===== src/rtl/handshake_resync_tx.sv =====
// handshake_resync_tx: send-domain side of the valid/ack/data CDC resync.
// Takes one word at a time from a valid/ready stream and runs a four-phase
// req/ack handshake, holding o_hs_data stable for the full exchange.
// i_hs_ack is expected to be the already-synchronised acknowledge.
// Optional: define HANDSHAKE_TX_TIMEOUT_EN to abort a request that is not
// acknowledged within TIMEOUT_CYCLES cycles (sticky o_timeout flag).
module handshake_resync_tx #(
  parameter int DATA_WIDTH     = 8,
  parameter int COUNT_WIDTH    = 16,
  parameter int TIMEOUT_CYCLES = 1024
) (
  input  logic                   i_clk,
  input  logic                   i_rst_n,
  input  logic                   i_s_valid,
  output logic                   o_s_ready,
  input  logic [DATA_WIDTH-1:0]  i_s_data,
  output logic                   o_hs_valid,
  input  logic                   i_hs_ack,
  output logic [DATA_WIDTH-1:0]  o_hs_data,
  output logic                   o_busy,
  output logic [COUNT_WIDTH-1:0] o_xfer_count,
  output logic                   o_timeout
);

  typedef enum logic [1:0] {IDLE, REQ, RELEASE} state_t;

  state_t state;

  assign o_s_ready = (state == IDLE);
  assign o_busy    = (state != IDLE);

`ifdef HANDSHAKE_TX_TIMEOUT_EN
  localparam int TW = $clog2(TIMEOUT_CYCLES + 1);

  logic [TW-1:0] to_cnt;
  logic          aborted;   // current word was abandoned by the timeout
  logic          timeout_q;

  assign o_timeout = timeout_q;
`else
  assign o_timeout = 1'b0;
`endif

  // Handshake FSM: accept in IDLE, raise req, wait ack high, wait ack low.
  always_ff @(posedge i_clk or negedge i_rst_n) begin
    if (!i_rst_n) begin
      state        <= IDLE;
      o_hs_valid   <= 1'b0;
      o_hs_data    <= '0;
      o_xfer_count <= '0;
`ifdef HANDSHAKE_TX_TIMEOUT_EN
      to_cnt       <= '0;
      aborted      <= 1'b0;
      timeout_q    <= 1'b0;
`endif
    end else begin
      case (state)
        IDLE: begin
          // A stale ack here is ignored; REQ will simply see it immediately.
          if (i_s_valid) begin
            o_hs_data  <= i_s_data;
            o_hs_valid <= 1'b1;
            state      <= REQ;
`ifdef HANDSHAKE_TX_TIMEOUT_EN
            to_cnt     <= '0;
            aborted    <= 1'b0;
`endif
          end
        end
        REQ: begin
          if (i_hs_ack) begin
            o_hs_valid <= 1'b0;
            state      <= RELEASE;
          end
`ifdef HANDSHAKE_TX_TIMEOUT_EN
          // Counter holds the number of unacked REQ cycles already spent.
          else if (to_cnt == TW'(TIMEOUT_CYCLES - 1)) begin
            o_hs_valid <= 1'b0;
            timeout_q  <= 1'b1;
            aborted    <= 1'b1;
            state      <= RELEASE;
          end else begin
            to_cnt <= to_cnt + TW'(1);
          end
`endif
        end
        RELEASE: begin
          // Data stays frozen until ack is seen low, closing the 4-phase loop.
          if (!i_hs_ack) begin
            state <= IDLE;
`ifdef HANDSHAKE_TX_TIMEOUT_EN
            if (!aborted)
`endif
              o_xfer_count <= o_xfer_count + COUNT_WIDTH'(1);
          end
        end
        default: begin
          state      <= IDLE;
          o_hs_valid <= 1'b0;
        end
      endcase
    end
  end

endmodule

===== config.mk =====
export PLATFORM = sky130hd
export DESIGN_NAME = handshake_resync_tx
export DESIGN_NICKNAME = d
export VERILOG_FILES = /design/src/rtl/handshake_resync_tx.sv
export SDC_FILE = /design/constraint.sdc
export NUM_CORES = 1
export LEC_CHECK = 0
export ABC_AREA = 1
export BUFFER_PORTS_ARGS = -buffer_cell sky130_fd_sc_hd__buf_2
export CAP_MARGIN = 5
export CORE_MARGIN = 10
export CORE_UTILIZATION = 24
export DETAILED_ROUTE_END_ITERATION = 8
export PLACE_DENSITY = 0.44
export SLEW_MARGIN = 20
export SYNTH_ARGS = -nofsm -noshare
export SYNTH_HDL_FRONTEND = slang
export SYNTH_SLANG_ARGS = --single-unit

===== constraint.sdc =====
create_clock -name i_clk -period 1.3 [get_ports i_clk]
set_input_delay 0 -clock i_clk [delete_from_list [all_inputs] [get_ports i_clk]]
set_output_delay 0 -clock i_clk [all_outputs]
set_load 0.1 [all_outputs]

; ---- After elaboration in Yosys (flattened, before gate mapping)
; Index checks and enable logic that the tools add are counted.
[word_totals]
wordCells = 25
output_inout_bits = 28
in_bits = 12
register_bits = 27
[op_classes]
n_mux = 7
addsub = 1
bitwise_logic = 2
n_reduce_logical = 6
n_eq_ne = 5
[op_table]
columns = cell, n
row1 = $add A16 B1 Y16 const B, 1
row2 = $mux W2, 3
row3 = $ne A2 B2 Y1 const B, 3
row4 = $pmux W2 S3, 1
row5 = $reduce_and A3 Y1, 2
row6 = $reduce_and A2 Y1, 2
row7 = $pmux W1 S3, 1
row8 = $eq A2 B1 Y1 const B, 1
row9 = $eq A2 B2 Y1 const B, 1
row10 = $logic_not A2 Y1, 1
row11 = $mux W1, 2
row12 = $not A1 Y1, 2
row13 = $reduce_bool A2 Y1, 1

; ---- Depth between registers and ports, before layout
; Gate-level depths: netlist of run 1.
[logic_depth]
ltp_word = 3
depth_mapped = 8
mapped_depth_nobuf = 8

; ---- Worst setup path before layout of run 1
; Ideal clock, no wire load.
[synth_path]
path_kind = flip-flop to flip-flop
from = reg state[1]
to = reg o_hs_data[0]
t_arrival_ps = 1886
slack_ps = -712
n_path_buf = 0
setup_ps = 126
synth_period_minus_slack_ps = 2012
stages_incl_launch_ff = 4
required_ps = 1174
path_cell_list = dfrtp_1 nor2_2 nand2_2 mux2_2
[synth_between]
elab_chain_len = 2
[synth_lines]
columns = item, line_no
row1 = "start, declared", 27  ; state_t state;
row2 = "start signal, assigned", 47  ; state <= IDLE;
row3 = "start signal, assigned", 63  ; state <= REQ;
row4 = "start signal, assigned", 73  ; state <= RELEASE;
row5 = $logic_not A2 Y1, --
row6 = via o_s_ready, 15  ; output logic o_s_ready,
row7 = $reduce_and A2 Y1 (no line), --
row8 = "end signal, assigned", 61  ; o_hs_data <= i_s_data;
row9 = "end, declared", 19  ; output logic [DATA_WIDTH-1:0] o_hs_data,
; The timed path passes the listed nets, and every way through them passes these cells.
; A chain may end at the register's enable or synchronous reset.

; ---- Worst setup path after layout of run 1
[layout_path]
from = reg state[0]
to = reg o_hs_data[2]
[layout_between]
elab_chain_len = 2
[layout_lines]
columns = item, line_no
row1 = $logic_not A2 Y1, 57  ; case (state)
row2 = $reduce_and A2 Y1 (no line), --
; No other way between the ends.

==> flow_metrics.tcl, run 1 <==
set metrics [dict create \
    status "completed" \
    numCtsBuffers 3 \
    crit_start "state[0]$_DFFE_PN0P_" \
    drive_above_1_share_pct 47.8 \
    endpoint_kind "register" \
    via_per_inst 4.07 \
    finalSetupViolations 0 \
    fin_skew_ns 0.00313 \
    p_seq_share_pct 26.8 \
    use_met1_pct 9.94 \
    internal_power_mw 2.08 \
    syn_nets 156 \
    p_total_mw 4.88 \
    synth_mux_area_share_pct 6.86 \
    design_area_sq_um 1990 \
    gp_congestion 0.787 \
    yosysMostFrequentCell "nand2_1" \
    hold_viol 0 \
    switching_share_pct 57.3 \
    critical_path_class "reg2reg" \
    synth-compound-area-share_pct 1.91 \
    setup_tns_ns 0 \
    p_leak_nw 0.932 \
    p_sw_mw 2.80 \
    grtUsageMet2_pct 14.0 \
    timing.fmax_mhz 799 \
    nNetsFinal 219 \
    synth_area_leaders "dfrtp_1, nand2_1, mux2_2" \
    use_met3_pct 4.32 \
    die_x_um 94.0 \
    dieArea_sq_um 8830 \
    r2r-start "state[0]$_DFFE_PN0P_" \
    antenna_found_initial 0 \
    p_comb_share_pct 63.3 \
    gr-usage-all-layers_pct 8.53 \
    synth_flop_cell "dfrtp_1" \
    rows 26 \
    ys_warn_count 0 \
    dr.pass1.iters 4 \
    critPathLaunchType "register" \
    port-buffer-count 38 \
    tritoncts "done" \
    finalCriticalPeriod_ns 1.25 \
    hpwl_mm 2.64 \
    synthSimpleGateAreaFrac_pct 25.3 \
    clock_power_share_pct 9.9 \
    ctsHtreeMaxLevel 1 \
    dp_cells 255 \
    crit_fanout 5 \
    yosys.area_share.xor_xnor_pct 6.67 \
    core_area_sq_um 5200 \
    synthCells 143 \
    hp-start "i_hs_ack" \
    finalWirelength_mm 3.46 \
    insertion_delay_ns 0.27 \
    synth-seq-area-share_pct 51.5 \
    vdd_ir_drop_max_mv 2.34 \
    syn_avg_cell_area_sq_um 9.18 \
    synthTopCellsByCount "nand2_1, dfrtp_1, inv_1, nor2_1, mux2_2" \
    synth_edf_count 0 \
    ios 40 \
    nFillCells 543 \
    clk_pin_slew_ns 0.10 \
    netlist_area_sq_um 1310 \
    via_count 1119 \
    die_h_um 94.0 \
    grt_busiest_layer "met2" \
    wl_per_cell_um 12.6 \
    placed_area_sq_um 1770 \
    antenna_left 0 \
    worst_pin_slew_ns 0.631 \
    syn2layout_area_growth_pct 51.4 \
    layout_setup_ws_ns 0.0479 \
    grt_max_degree 28 \
    grt_setup_unrepaired "true" \
    pwr_density_cell_nw_per_um2 2460 \
    drtIter0Drc 48 \
    root_buffer "clkbuf_8" \
    async_reset_ff_share_pct 100 \
    grt_pass1_vias 1286 \
    grt_pass1_wl_mm 6.23 \
    drv_cap 0 \
    clock_path_buffers 2 \
    fin_cells 275 \
    synth_top_family_by_area "simple AND/OR/NAND/NOR gates" \
    cp.arrival_ns 1.42 \
    drc 0 \
    finalMaxSlewViolations 0 \
    synth_top_cell_by_area "dfrtp_1" \
    max-slew-margin-rel_pct 58.0 \
    diodes 0 \
    min_path_type "in2reg" \
    start_util_pct 25.2 \
    ys_ff_latch 27 \
    place_ws_ns 0.0405 \
    required_ns 1.47 \
    synth_fa_ha_area_share_pct 0.953 \
    period_share_pct 96.3 \
    ys_types 21 \
    grt.overflow.total 0 \
    clock_sinks 27 \
    synth_top_area_share_pct 51.5 \
]
[per-stage QoR]
stage	hold WS [ns]	util [%]
after floorplan	-0.296	-
after global placement	0.0548	33.9
after detailed placement	0.0577	33.9
after CTS	0.000149	37.0
after global routing	0.0412	38.2
final	0.0343	38.2
[timing repair]
action,in CTS,in global routing
endpoints found under the setup margin,1,21
endpoints found under the hold margin,36,0
gates resized for setup,4,5
pin swaps,0,4
buffers inserted,1,5
hold buffers,10,0
gates cloned,0,1
[sequential cells by signal, summed over array words and instances, names as in the netlist]
signal and flops:
o_hs_valid 1, o_hs_data 8, o_xfer_count 16, state 2
[path summary, 6_finish.rpt]
kind / to / slack (ns) / depth (start not counted)
setup / recovery: o_hs_data[2]$_DFFE_PN0P_ / 0.05 / 5
hold / removal: state[1]$_DFFE_PN0P_ / 0.03 / 3
setup reg to reg: o_hs_data[2]$_DFFE_PN0P_ / 0.05 / 5
hold reg to reg: o_hs_data[2]$_DFFE_PN0P_ / 0.52 / 1
max in group asynchronous: o_xfer_count[11]$_DFFE_PN0P_ / 0.56 / 2
min in group asynchronous: o_xfer_count[7]$_DFFE_PN0P_ / 0.27 / 2
[cells in the final DEF, fill, tap and decap left out]
cell type,n
dfrtp_4,15
mux2_2,8
clkbuf_8,3
nor2_4,4
nor2_1,7
nor3_1,2
buf_12,2
clkinv_2,1
nand2_4,3
nand2_2,1
dfrtp_1,12
conb_1,1
nor3_2,2
dlygate4sd3_1,10
nor2_2,5
nand4_1,4
buf_6,1
nand3_1,4
nand3_2,1
o21ai_1,2
xor2_1,7
ha_4,1
xnor2_1,3
buf_4,10
nand3_4,3
inv_2,2
buf_2,36
a21oi_1,3
nand2_1,36
inv_1,16
[power by group through the flow]
stage	sequential (mW)	clock (mW)	combinational [mW]
after detailed placement	1.32	0	2.85
final	1.31	0.485	3.09
after CTS	1.31	0.518	2.94
after global routing	1.35	0.547	3.24
after floorplan	2.79	0	0.793
after global placement	1.31	0	2.83
[worst max-delay path, stage by stage (launching register included)]
cell and delay (ns):
dfrtp_1 0.39, buf_4 0.15, nor2_4 0.13, buf_4 0.13
nand2_4 0.07, mux2_2 0.28
[cell type report]
cell class	count	area (sq um)	share of cell area, %
Sequential cell	27	732	36.8
Multi-Input combinational cell	97	647	32.6
Timing Repair Buffer	59	407	20.5
Tap cell	70	87.6	4.41
Inverter	18	67.6	3.40
Clock buffer	3	41.3	2.08
Clock inverter	1	5.00	0.252
[metal layers]
metal | wire length (um) | vias to the layer above
met5 | 0 | -
met2 | 1670 | 37
li1 | - | 566
met1 | 1440 | 516
met3 | 349 | 0
met4 | 0 | 0
[kinds of logic after synthesis]
family,after synthesis
other cells,1
mux,8
compound gates,5
flops,27
xor+xnor,10
fa+ha+maj,1
simple gates,71
buf+inv,20
No activity file was read; power rests on OpenSTA's default activity.
==> inputs of run 2 (changes only) <==
Settings changed: GPL_TIMING_DRIVEN set to 0.
==> run 2 against run 1 <==
First-iteration DRC count fell by 27%. Sequential share of layout area rose by 1.7 points. Critical path type is now reg2out. Clock power fell by 0.8%. Final cell count fell by 3.3%. Worst setup slack got worse by 0.012 ns. Via count fell by 3.8%. Cell area fell by 4.2%. Sequential cell count did not move. Clock skew rose by 0.0020 ns. Highest routed layer is now met4. Count of clock-buffer cells in the layout rose by 1. Wire length fell by 5.7%. Largest power group unchanged.
==> flow_metrics.tcl, run 2 (synthesis gave the netlist of run 1 again) <==
set metrics [dict create \
    timing.fmax_mhz 791 \
    finalSetupViolations 0 \
    status "completed" \
    worst_pin_slew_ns 0.614 \
    port-buffer-count 38 \
    drc 0 \
    dieArea_sq_um 8830 \
    finalWirelength_mm 3.27 \
    hold_viol 0 \
    crit_fanout 4 \
    final_cell_mix "nand2_1, buf_2, inv_1, dfrtp_4, dfrtp_1" \
    vdd_ir_drop_max_mv 2.21 \
    nNetsFinal 210 \
    grt.overflow.total 0 \
    ios 40 \
    dr_wl_met2_mm 1.47 \
    start_util_pct 25.2 \
    drive_above_1_share_pct 45.9 \
    die_x_um 94.0 \
    cp.arrival_ns 1.26 \
    max-slew-margin-rel_pct 59.1 \
    drv_cap 0 \
    reg_top3 "o_xfer_count (16), o_hs_data (8), state (2)" \
    required_ns 1.30 \
    min_path_type "in2reg" \
    gr-usage-all-layers_pct 7.75 \
    antenna_left 0 \
    root_buffer "clkbuf_8" \
    tritoncts "done" \
    pwr_density_cell_nw_per_um2 2400 \
    critPathLaunchType "register" \
    wl_per_cell_um 12.3 \
    diodes 0 \
    fin_skew_ns 0.00508 \
    top_register "o_xfer_count" \
    ctsHtreeMaxLevel 1 \
    grt_pass1_vias 1225 \
    wl_met3_um 285 \
    syn2layout_area_growth_pct 45.0 \
    period_share_pct 97.2 \
    core_area_sq_um 5200 \
    grt_pass1_wl_mm 5.65 \
    endpoint_kind "output port" \
    grt_max_degree 28 \
    via_per_inst 4.05 \
    via_count 1077 \
    insertion_delay_ns 0.27 \
    gp_congestion 0.757 \
    grt_setup_unrepaired "false" \
    setup_tns_ns 0 \
    clock_sinks 27 \
    numCtsBuffers 3 \
    met1_length_mm 1.47 \
    finalCriticalPeriod_ns 1.26 \
    dr.pass1.iters 4 \
    clock_path_buffers 2 \
    finalMaxSlewViolations 0 \
    clk_pin_slew_ns 0.09 \
    critical_path_class "reg2out" \
    largest_register_ffs 16 \
    highest_layer "met4" \
    antenna_found_initial 0 \
    drtIter0Drc 35 \
    place_ws_ns -0.0202 \
    final_util_pct 36.6 \
    p_leak_nw 0.877 \
    layout_setup_ws_ns 0.0358 \
    hpwl_mm 2.54 \
    rows 26 \
    die_h_um 94.0 \
]
[run 2: cell count changes in the layout (fill, tap and decap cells not counted), sizes merged]
cell,previous run,this run
buf,49,41
clkbuf,3,4
clkinv,1,0
nand2,40,39
[run 2: power breakdown]
| group | total, mW | switching, mW | internal (mW) | leakage [nW] |
|---|---|---|---|---|
| combinational | 2.76 | 2.23 | 0.532 | 0.541 |
| sequential | 1.34 | 0.235 | 1.10 | 0.314 |
| clock | 0.481 | 0.261 | 0.220 | 0.0228 |
[run 2: layout make-up]
cell class	count	area (sq um)
fillers	553	3300
flip-flops and latches	27	733
multi-input cells	96	641
repair buffers	49	307
well taps	70	87.6
inverters	18	67.6
clock buffers	4	45.0
plain buffers	2	22.5
[run 2: path summary, 6_finish.rpt]
path / from / to / slack (ns) / cells after the start
worst max-delay path: state[0]$_DFFE_PN0P_ / o_busy / 0.04 / 4
worst min-delay path: i_s_valid / o_hs_valid$_DFFE_PN0P_ / 0.01 / 3
worst max register to register: state[0]$_DFFE_PN0P_ / o_hs_data[6]$_DFFE_PN0P_ / 0.07 / 4
worst min register to register: o_hs_valid$_DFFE_PN0P_ / o_hs_valid$_DFFE_PN0P_ / 0.51 / 2
max in group asynchronous: i_rst_n / o_xfer_count[7]$_DFFE_PN0P_ / 0.57 / 2
min in group asynchronous: i_rst_n / o_xfer_count[5]$_DFFE_PN0P_ / 0.26 / 2
[run 2: metal layers]
metal  track usage, %  vias to the layer above
met1             9.18                      479
met4             2.28                        0
met3             2.96                        6
met2             12.7                       39
met5                0                        -
li1                 -                      553
[run 2: metrics by stage]
stage          cell area [sq um]  std cells  total power [mW]  hold WS (ns)
2_1_floorplan               1450        143              3.58        -0.296
3_3_place_gp                1720        251              3.98        0.0559
3_5_place_dp                1720        251              4.02        0.0614
4_1_cts                     1880        265              4.57       0.00715
5_1_grt                     1900        266              4.79        0.0301
6_report                    1900        266              4.58        0.0113
[run 2: worst max-delay path, cell delays in order (launching register included)]
cell and delay, ns:
dfrtp_1 0.40, buf_4 0.15, nor2_4 0.15, inv_1 0.06
buf_4 0.23
[run 2: what timing repair did]
| item | in CTS | in global routing |
|---|---|---|
| pin swaps | 0 | 2 |
| setup endpoints to repair | 4 | 9 |
| hold endpoints to repair | 36 | 0 |
| resized for setup | 4 | 5 |
| buffers inserted | 0 | 1 |
| hold buffers | 10 | 0 |
